$ cat src/rtl/lcd_cls_cmd_sequencer_pkg.sv
// Shared types and PMOD CLS escape-sequence constants for the LCD command sequencer.
package lcd_cls_pkg;

    typedef enum logic [1:0] {
        ST_IDLE,
        ST_SEND,
        ST_GAP,
        ST_DRAIN
    } t_cls_seq_state;

    typedef enum logic [1:0] {
        CMD_CLEAR,
        CMD_LINE1,
        CMD_LINE2
    } t_cls_cmd;

    localparam logic [7:0] c_esc  = 8'h1B;
    localparam logic [7:0] c_lbr  = 8'h5B;
    localparam logic [7:0] c_clr  = 8'h6A;
    localparam logic [7:0] c_row1 = 8'h30;
    localparam logic [7:0] c_row2 = 8'h31;
    localparam logic [7:0] c_semi = 8'h3B;
    localparam logic [7:0] c_col0 = 8'h30;
    localparam logic [7:0] c_home = 8'h48;

    localparam int c_seq_len_clear = 3;
    localparam int c_seq_len_line  = 22;
    localparam int c_hdr_len_line  = 6;

    // Index of the final byte for a command; idx never advances past it.
    function automatic logic [4:0] seq_last_idx(t_cls_cmd cmd, int line_len);
        if (cmd == CMD_CLEAR)
            return 5'(c_seq_len_clear - 1);
        return 5'(c_hdr_len_line + line_len - 1);
    endfunction

endpackage

$ cat src/rtl/lcd_cls_cmd_sequencer_if.sv
// Byte stream toward the SPI byte transmitter: valid/ready plus transmitter-idle status.
interface lcd_cls_cmd_sequencer_if;
    logic [7:0] tx_byte;
    logic       tx_valid;
    logic       tx_ready;
    logic       tx_idle;

    modport master (
        output tx_byte,
        output tx_valid,
        input  tx_ready,
        input  tx_idle
    );

    modport slave (
        input  tx_byte,
        input  tx_valid,
        output tx_ready,
        output tx_idle
    );
endinterface

$ cat src/rtl/lcd_cls_cmd_sequencer_rom.sv
// Combinational lookup of the escape-sequence byte at a given index for a latched command.
module lcd_cls_seq_rom
    import lcd_cls_pkg::*;
#(
    parameter int parm_line_len = 16
) (
    input  t_cls_cmd                     i_cmd,
    input  logic [4:0]                   i_idx,
    input  logic [8*parm_line_len-1:0]   i_text,
    output logic [7:0]                   o_byte
);

    always_comb begin
        o_byte = 8'h00;
        if (i_cmd == CMD_CLEAR) begin
            case (i_idx)
                5'd0:    o_byte = c_esc;
                5'd1:    o_byte = c_lbr;
                5'd2:    o_byte = c_clr;
                default: o_byte = 8'h00;
            endcase
        end else begin
            case (i_idx)
                5'd0:    o_byte = c_esc;
                5'd1:    o_byte = c_lbr;
                5'd2:    o_byte = (i_cmd == CMD_LINE1) ? c_row1 : c_row2;
                5'd3:    o_byte = c_semi;
                5'd4:    o_byte = c_col0;
                5'd5:    o_byte = c_home;
                default: o_byte = 8'h00;
            endcase
            // Text follows the cursor-home header, leftmost character first.
            for (int i = 0; i < parm_line_len; i++) begin
                if (i_idx == 5'(c_hdr_len_line + i))
                    o_byte = i_text[8*(parm_line_len-1-i) +: 8];
            end
        end
    end

endmodule

$ cat src/rtl/lcd_cls_cmd_sequencer.sv
// Serialises clear / line-write requests into PMOD CLS escape sequences, one byte per
// valid/ready transfer, with fixed inter-byte gaps and a drain wait before going idle.
module lcd_cls_cmd_sequencer
    import lcd_cls_pkg::*;
#(
    parameter int parm_line_len = 16,
    parameter int parm_byte_gap = 4
) (
    input  logic                         i_clk_20mhz,
    input  logic                         i_rst_20mhz,
    input  logic                         i_ce_2_5mhz,
    input  logic                         i_lcd_wr_clear_display,
    input  logic                         i_lcd_wr_text_line1,
    input  logic                         i_lcd_wr_text_line2,
    input  logic [8*parm_line_len-1:0]   i_dat_ascii_line1,
    input  logic [8*parm_line_len-1:0]   i_dat_ascii_line2,
    output logic                         o_lcd_command_ready,
    lcd_cls_cmd_sequencer_if.master      tx
);

    localparam int GW = (parm_byte_gap > 0) ? $clog2(parm_byte_gap + 1) : 1;
    localparam logic [GW-1:0] GAP_LAST = GW'((parm_byte_gap > 0) ? parm_byte_gap - 1 : 0);

    t_cls_seq_state              state_q, state_d;
    t_cls_cmd                    cmd_q, cmd_d;
    logic [8*parm_line_len-1:0]  text_q, text_d;
    logic [4:0]                  idx_q, idx_d;
    logic [GW-1:0]               gap_q, gap_d;
    logic [7:0]                  rom_byte;
    logic [4:0]                  last_idx;

    lcd_cls_seq_rom #(.parm_line_len(parm_line_len)) u_rom (
        .i_cmd  (cmd_q),
        .i_idx  (idx_q),
        .i_text (text_q),
        .o_byte (rom_byte)
    );

    assign last_idx            = seq_last_idx(cmd_q, parm_line_len);
    assign o_lcd_command_ready = (state_q == ST_IDLE);
    assign tx.tx_valid         = (state_q == ST_SEND);
    // Byte is a function of registered cmd/idx/text only, so it holds while awaiting ready.
    assign tx.tx_byte          = (state_q == ST_SEND) ? rom_byte : 8'h00;

    always_comb begin
        state_d = state_q;
        cmd_d   = cmd_q;
        text_d  = text_q;
        idx_d   = idx_q;
        gap_d   = gap_q;
        if (i_ce_2_5mhz) begin
            case (state_q)
                ST_IDLE: begin
                    if (i_lcd_wr_clear_display) begin
                        cmd_d   = CMD_CLEAR;
                        idx_d   = '0;
                        gap_d   = '0;
                        state_d = ST_SEND;
                    end else if (i_lcd_wr_text_line1) begin
                        cmd_d   = CMD_LINE1;
                        text_d  = i_dat_ascii_line1;
                        idx_d   = '0;
                        gap_d   = '0;
                        state_d = ST_SEND;
                    end else if (i_lcd_wr_text_line2) begin
                        cmd_d   = CMD_LINE2;
                        text_d  = i_dat_ascii_line2;
                        idx_d   = '0;
                        gap_d   = '0;
                        state_d = ST_SEND;
                    end
                end
                ST_SEND: begin
                    if (tx.tx_ready) begin
                        if (idx_q == last_idx) begin
                            state_d = ST_DRAIN;
                        end else begin
                            idx_d   = idx_q + 5'd1;
                            gap_d   = '0;
                            state_d = (parm_byte_gap == 0) ? ST_SEND : ST_GAP;
                        end
                    end
                end
                ST_GAP: begin
                    if (gap_q == GAP_LAST) begin
                        gap_d   = '0;
                        state_d = ST_SEND;
                    end else begin
                        gap_d = gap_q + GW'(1);
                    end
                end
                ST_DRAIN: begin
                    if (tx.tx_idle)
                        state_d = ST_IDLE;
                end
                default: state_d = ST_IDLE;
            endcase
        end
    end

    always_ff @(posedge i_clk_20mhz) begin
        if (i_rst_20mhz) begin
            state_q <= ST_IDLE;
            cmd_q   <= CMD_CLEAR;
            text_q  <= '0;
            idx_q   <= '0;
            gap_q   <= '0;
        end else begin
            state_q <= state_d;
            cmd_q   <= cmd_d;
            text_q  <= text_d;
            idx_q   <= idx_d;
            gap_q   <= gap_d;
        end
    end

endmodule
$ cat src/flat_wrapper.sv
// flat-port wrapper written by rule: the top's interface ports become plain ports
module lcd_cls_cmd_sequencer_flat import lcd_cls_pkg::*;
#(
    parameter int parm_line_len = 16,
    parameter int parm_byte_gap = 4
)
  (i_clk_20mhz, i_rst_20mhz, i_ce_2_5mhz, i_lcd_wr_clear_display, i_lcd_wr_text_line1, i_lcd_wr_text_line2, i_dat_ascii_line1, i_dat_ascii_line2, o_lcd_command_ready, tx_tx_byte, tx_tx_valid, tx_tx_ready, tx_tx_idle);
  lcd_cls_cmd_sequencer_if tx_i ();
  input  logic i_clk_20mhz;
  input  logic i_rst_20mhz;
  input  logic i_ce_2_5mhz;
  input  logic i_lcd_wr_clear_display;
  input  logic i_lcd_wr_text_line1;
  input  logic i_lcd_wr_text_line2;
  input  logic [8*parm_line_len-1:0] i_dat_ascii_line1;
  input  logic [8*parm_line_len-1:0] i_dat_ascii_line2;
  output logic o_lcd_command_ready;
  output wire logic [$bits(tx_i.tx_byte)-1:0] tx_tx_byte;
  output wire logic [$bits(tx_i.tx_valid)-1:0] tx_tx_valid;
  input wire logic [$bits(tx_i.tx_ready)-1:0] tx_tx_ready;
  input wire logic [$bits(tx_i.tx_idle)-1:0] tx_tx_idle;
  assign tx_tx_byte = tx_i.tx_byte;
  assign tx_tx_valid = tx_i.tx_valid;
  assign tx_i.tx_ready = tx_tx_ready;
  assign tx_i.tx_idle = tx_tx_idle;
  lcd_cls_cmd_sequencer #(.parm_line_len(parm_line_len), .parm_byte_gap(parm_byte_gap)) u_core (.i_clk_20mhz(i_clk_20mhz), .i_rst_20mhz(i_rst_20mhz), .i_ce_2_5mhz(i_ce_2_5mhz), .i_lcd_wr_clear_display(i_lcd_wr_clear_display), .i_lcd_wr_text_line1(i_lcd_wr_text_line1), .i_lcd_wr_text_line2(i_lcd_wr_text_line2), .i_dat_ascii_line1(i_dat_ascii_line1), .i_dat_ascii_line2(i_dat_ascii_line2), .o_lcd_command_ready(o_lcd_command_ready), .tx(tx_i));
endmodule
$ cat config.mk
export PLATFORM = sky130hd
export DESIGN_NAME = lcd_cls_cmd_sequencer_flat
export DESIGN_NICKNAME = d
export VERILOG_FILES = /design/src/rtl/lcd_cls_cmd_sequencer_pkg.sv /design/src/rtl/lcd_cls_cmd_sequencer_if.sv /design/src/rtl/lcd_cls_cmd_sequencer_rom.sv /design/src/rtl/lcd_cls_cmd_sequencer.sv /design/src/flat_wrapper.sv
export SDC_FILE = /design/constraint.sdc
export NUM_CORES = 1
export LEC_CHECK = 0
export CORE_ASPECT_RATIO = 1.75
export CORE_MARGIN = 2
export CORE_UTILIZATION = 47
export CTS_CLUSTER_DIAMETER = 50
export DETAILED_ROUTE_END_ITERATION = 6
export GPL_TIMING_DRIVEN = 0
export PLACE_DENSITY = 0.82
export SKIP_LAST_GASP = 1
export SLEW_MARGIN = 5
export SYNTH_ARGS = -nofsm -noshare
export SYNTH_HDL_FRONTEND = slang
export SYNTH_SLANG_ARGS = --single-unit
export TNS_END_PERCENT = 30
$ cat constraint.sdc
create_clock -name i_clk_20mhz -period 3.6 [get_ports i_clk_20mhz]
set_input_delay 0.54 -clock i_clk_20mhz [delete_from_list [all_inputs] [get_ports i_clk_20mhz]]
set_output_delay 0.54 -clock i_clk_20mhz [all_outputs]
set_load 0.005 [all_outputs]
; ---- After elaboration in Yosys (flattened, before gate mapping)
; Cells that the tools add are included.
; W data, S select, Z words.
[word_totals]
register_bits = 140
in_bits = 264
out_inout_bits = 10
word_cells = 102
[op_classes]
add_sub_neg = 2
n_eq_ne = 32
mux = 50
bitwise = 1
n_reduce_logical = 12
[op_table]
columns = cell, n
row1 = $mux W128, 2
row2 = $mux W8, 18
row3 = $pmux W7 S6, 1
row4 = $eq A5 B4 Y1 const B, 8
row5 = $mux W5, 7
row6 = $eq A5 B5 Y1 const B, 6
row7 = $pmux W7 S3, 1
row8 = $eq A5 B3 Y1 const B, 4
row9 = $mux W2, 9
row10 = $mux W3, 6
row11 = $reduce_and A5 Y1, 3
row12 = $eq A5 B2 Y1 const B, 2
row13 = $pmux W5 S2, 1
row14 = $pmux W3 S3, 1
row15 = $pmux W2 S4, 1
row16 = $reduce_bool A3 Y1, 2
row17 = $add A5 B1 Y5 const B, 1
row18 = $eq A5 B1 Y1 const B, 1
row19 = $eq A5 B5 Y1, 1
row20 = $logic_not A5 Y1, 1
row21 = $eq A2 B1 Y1 const B, 2
row22 = $eq A2 B2 Y1 const B, 2
row23 = $logic_not A2 Y1, 2
row24 = $ne A2 B1 Y1 const B, 2
row25 = other kinds (9), 13

; ---- Logic depth before layout (Yosys ltp)
[depth]
ltp_word = 21
mapped_depth = 12
depth_no_buf = 9

; ---- By module
; Synthesis repeated with hierarchy kept, for this count alone.
[hier_totals]
hier_cells = 910
hier_area_um2 = 8122.8
[modules_own_cells]
columns = mod, n_inst, cells_each, area_each_um2, seq_area_each_um2
row1 = lcd_cls_cmd_sequencer, 1, 676, 6476.2, 2802.7
row2 = lcd_cls_seq_rom, 1, 234, 1646.6, 0.0

; ---- Worst setup path after synthesis
; No wires, ideal clock.
[synth_path]
path_kind = register to output
start = register u_core.idx_q[0]
end = output tx_tx_byte[6]
arrival_time_ns = 2.673
required_ns = 3.060
slack_ns = 0.387
path_stages_with_launch = 12
path_buffers = 2
path_cell_list = dfxtp_1 -> ha_1 -> clkbuf_1 -> clkbuf_1 -> and3_1 -> ha_1 -> inv_1 -> o22ai_1 -> nor2_1 -> a221o_1 -> a311o_1 -> and3_1
[synth_between]
elab_chain_len = 20
elab_cells_between_ends = 42
classes_between = eq/ne (21) / mux (20) / reduce/logical (1)
[synth_lines]
columns = item, line
row1 = from (decl), lcd_cls_cmd_sequencer.sv:27  ; logic [4:0] idx_q, idx_d;
row2 = from (signal assigned), lcd_cls_cmd_sequencer.sv:112  ; idx_q <= idx_d;
row3 = "$eq A5 B3 Y1, or another cell as far along", lcd_cls_cmd_sequencer_rom.sv:23  ; case (i_idx)
row4 = $pmux W7 S6, lcd_cls_cmd_sequencer_rom.sv:23
row5 = $mux W8 (16 in series), lcd_cls_cmd_sequencer_rom.sv:34  ; if (i_idx == 5'(c_hdr_len_line + i))
row6 = $mux W8 (*), lcd_cls_cmd_sequencer_rom.sv:15  ; if (i_cmd == CMD_CLEAR) begin
row7 = $mux W8 (*), lcd_cls_cmd_sequencer.sv:43  ; assign tx.tx_byte = (state_q == ST_SEND) ? rom_byte : 8'h00;
row8 = to (decl), flat_wrapper.sv:18  ; output wire logic [$bits(tx_i.tx_byte)-1:0] tx_tx_byte;
; Mark *: on every way between the ends. The rest lies on a longest branch, timed or not.

; ---- Worst setup path in the final report
[layout_path]
start = register u_core.idx_q[1]
end = output tx_tx_byte[7]
[layout_between]
elab_chain_len = 19
elab_cells_between_ends = 34
classes_between = eq/ne (16) / mux (18)
[layout_lines]
columns = item, line
row1 = $eq A5 B3 Y1, lcd_cls_cmd_sequencer_rom.sv:34
row2 = $mux W8 (15 in series), lcd_cls_cmd_sequencer_rom.sv:34
row3 = $mux W8 (*), lcd_cls_cmd_sequencer_rom.sv:34
row4 = $mux W8 (*), lcd_cls_cmd_sequencer_rom.sv:15
row5 = $mux W8 (*), lcd_cls_cmd_sequencer.sv:43
; Marks and branches as above.

==> impl_metrics.env <==
export IMPL_synthXorXnorAreaFrac=0.00214
export IMPL_maxCapViolCount=0
export IMPL_synth_compound_area_share=0.248
export IMPL_slew_violations=0
export IMPL_hold_ws_ps=475
export IMPL_grt_first_pass_wirelength_mm=47.8
export IMPL_dp_cells=1487
export IMPL_relSlewSlack=0.424
export IMPL_synth_top_cells_by_count="163 x nor2_1, 140 x dfxtp_1, 139 x a211oi_1, 130 x mux2i_1"
export IMPL_ant_nets=0
export IMPL_endpoint="tx_tx_byte[7]"
export IMPL_ys_warn_count=0
export IMPL_rows=63
export IMPL_synth_top_family_by_area="compound AO/OA/AOI/OAI gates"
export IMPL_antenna_found_initial=0
export IMPL_worstMarginPinSlew_ps=864
export IMPL_drt_iter0_drc=807
export IMPL_finalPower_uw=4350
export IMPL_setup_violations=6
export IMPL_crit_cells=12
export IMPL_wirelength_mm=31.5
export IMPL_post_place_ws_ps=-949
export IMPL_die_h_microns=178
export IMPL_cts_buffers=17
export IMPL_end_kind="primary output"
export IMPL_p_per_area_nw_per_um2=362
export IMPL_drc_errors=11
export IMPL_syn_to_final_growth_pct=47.3
export IMPL_diodes=0
export IMPL_synth_nets=1259
export IMPL_p_leak_uw=0.00460
export IMPL_cts_buffer_depth=2
export IMPL_dr_total_vias=9146
export IMPL_yosys_top_cells_area="dfxtp_1 34%, mux2i_1 16%, a211oi_1 13%, nor2_1 7.5%, a21oi_1 2.9%"
export IMPL_crit_start="u_core.idx_q[1]$_SDFFE_PP0P_"
export IMPL_ys_ff_latch=140
export IMPL_wl_per_cell_microns=20.6
export IMPL_skew_ps=5.89
export IMPL_r2r_slack_ps=1190
export IMPL_dr_pass1_iters=7
export IMPL_post_synth_top_count_cell="nor2_1"
export IMPL_grt_pass1_vias=9027
export IMPL_fmax_mhz=261
export IMPL_timing_rr_start="u_core.state_q[1]$_SDFFE_PP0P_"
export IMPL_synth_cells=989
export IMPL_cpPeakStageDelay_ps=370
export IMPL_synthMuxAreaShare=0.159
export IMPL_worst_setup_path_type="flip-flop to primary output"
export IMPL_ir_worst_vdd_mv=0.302
export IMPL_port_buffers=271
export IMPL_final_area_sq_um=12000
export IMPL_cp_start_kind="flip-flop"
export IMPL_yosysTopAreaCell="dfxtp_1"
export IMPL_cp_max_fo=10
export IMPL_yosys_area_share_simple=0.179
export IMPL_overflow=0
export IMPL_grt_max_degree=17
export IMPL_synth_edf_count=0
export IMPL_synth_area_per_cell_sq_um=8.26
export IMPL_yosysSeqAreaShare=0.343
export IMPL_die_w_microns=104
export IMPL_cp_num_buf_inv=5
export IMPL_period_share=1.06
export IMPL_netlist_area_sq_um=8170
export IMPL_grt_use_total=0.329
export IMPL_place_area_sq_um=11200
export IMPL_fin_nets=1558
export IMPL_slowest_stage="dfxtp_4"
export IMPL_reg2reg_depth=9
export IMPL_vias_per_cell=5.99
export IMPL_worst_slack_ps=-226
export IMPL_synth_top_cell_area_share=0.343
export IMPL_fp_coreArea_sq_um=17000
export IMPL_cts_tree="built"
export IMPL_place_gp_congestion=0.982
export IMPL_async_reset_ff_frac=0
export IMPL_hpwlAfterDp_mm=24.2
export IMPL_crit_chain="ha_4 > clkbuf_16 > clkbuf_16 > and3_4 > ha_4 > buf_4 > clkbuf_4 > a211oi_1 > o211ai_1 > a31oi_1 > a2111oi_2 > dlygate4sd2_1"
export IMPL_cts_sinks=140
export IMPL_status="finished, violations left"
export IMPL_drive_gt1_frac=0.0984
export IMPL_stdcell_count=1528
export IMPL_start_util=0.480
export IMPL_crit_required_ps=3060
export IMPL_io_pins=274
export IMPL_h_tree_depth=4
export IMPL_clockRootBuffer="clkbuf_16"
export IMPL_path_delay_family="compound AO/OA/AOI/OAI gates"
export IMPL_ys_flop_type="dfxtp_1"
export IMPL_rsz0062_at_grt="yes"
export IMPL_violations="DRC, setup timing"
export IMPL_worstPathArrival_ps=3290
export IMPL_rr_endpoint="u_core.text_q[26]$_SDFFE_PP0P_"
export IMPL_clk_pin_slew_ps=60
export IMPL_synthDistinctLibCells=69
export IMPL_clock_latency_ps=420
export IMPL_hold_viol_final=0
export IMPL_holdCritPathClass="flip-flop to flip-flop"
export IMPL_dieArea_sq_um=18500
export IMPL_synthAdderAreaFrac=0.00919
export IMPL_fin_crit_ps=3830
## layout by cell type (no fill, tap or decap), types with 8 or more instances in the layout
cell	netlist	layout
nand2_1	47	47
nand4_1	8	8
clkbuf_1	41	35
nand3_1	22	22
clkbuf_16	0	19
a21oi_1	47	47
a211oi_1	139	136
o21ai_0	30	28
inv_1	15	13
clkdlybuf4s50_1	0	264
buf_4	5	20
buf_2	42	34
dfxtp_1	140	138
mux2i_1	130	130
nor2b_1	10	10
nor3_1	16	15
nor2_1	163	163
## stage by stage
stage / setup TNS, ps / util
CTS: -749 / 0.703
global placement: -6440 / 0.656
finish: -743 / 0.707
global route: -965 / 0.707
detailed placement: -6220 / 0.656
floorplan: 0 / -
## where the power goes
part           internal [uW]  switching (uW)
combinational            470             376
clock                   1060             703
sequential              1650            84.0
## worst min-delay path by stage
stage,endpoint,cells past startpoint,slack (ps),startpoint
after CTS,u_core.gap_q[2]$_SDFFE_PP0P_,1,470,u_core.gap_q[2]$_SDFFE_PP0P_
final,u_core.gap_q[2]$_SDFFE_PP0P_,1,480,u_core.gap_q[2]$_SDFFE_PP0P_
after global placement,u_core.gap_q[2]$_SDFFE_PP0P_,1,460,u_core.gap_q[2]$_SDFFE_PP0P_
after global routing,u_core.gap_q[2]$_SDFFE_PP0P_,1,500,u_core.gap_q[2]$_SDFFE_PP0P_
after floorplan,u_core.gap_q[2]$_SDFFE_PP0P_,1,450,u_core.gap_q[2]$_SDFFE_PP0P_
after detailed placement,u_core.gap_q[2]$_SDFFE_PP0P_,1,470,u_core.gap_q[2]$_SDFFE_PP0P_
## worst reg2reg max path: stages (launching register included)
cell	delay, ps
dfxtp_1	290
buf_2	180
nor2_1	320
nand2_1	170
nor2_1	160
o21a_1	240
buf_2	360
buf_2	290
nor2_1	70
a211oi_1	230
## metal layers
layer / share of wire / global-route usage / up-vias
li1: - / - / 4271
met5: 0 / 0 / -
met1: 0.34 / 0.344 / 4190
met3: 0.067 / 0.0464 / 145
met4: 0.061 / 0.173 / 0
met2: 0.53 / 0.635 / 540
## what timing repair did
item,in CTS,in global routing
pin swaps,2,4
setup buffers,9,0
setup endpoints to repair,8,8
resized for setup,48,20
hold buffers,0,0
## cells by family after synthesis
| family | Yosys count |
|---|---|
| simple gates | 309 |
| xor+xnor | 2 |
| fa+ha+maj | 6 |
| compound gates | 292 |
| mux | 130 |
| flops | 140 |
| buf+inv | 110 |
## registers in the layout, indices dropped and copies added, names as in the netlist
register and cells:
u_core.text_q 128, u_core.state_q 2, u_core.cmd_q 2, u_core.gap_q 3
u_core.idx_q 5
## final cells by class
cell class | count | area (sq um)
clock buffer | 20 | 457
fill | 1424 | 5000
sequential | 140 | 2810
timing repair buffer | 280 | 2780
multi-input combinational | 739 | 4990
buffer | 91 | 498
tap | 227 | 284
inverter | 19 | 73.8
clock inverter | 12 | 138
Power figures use the tool's default switching activity.
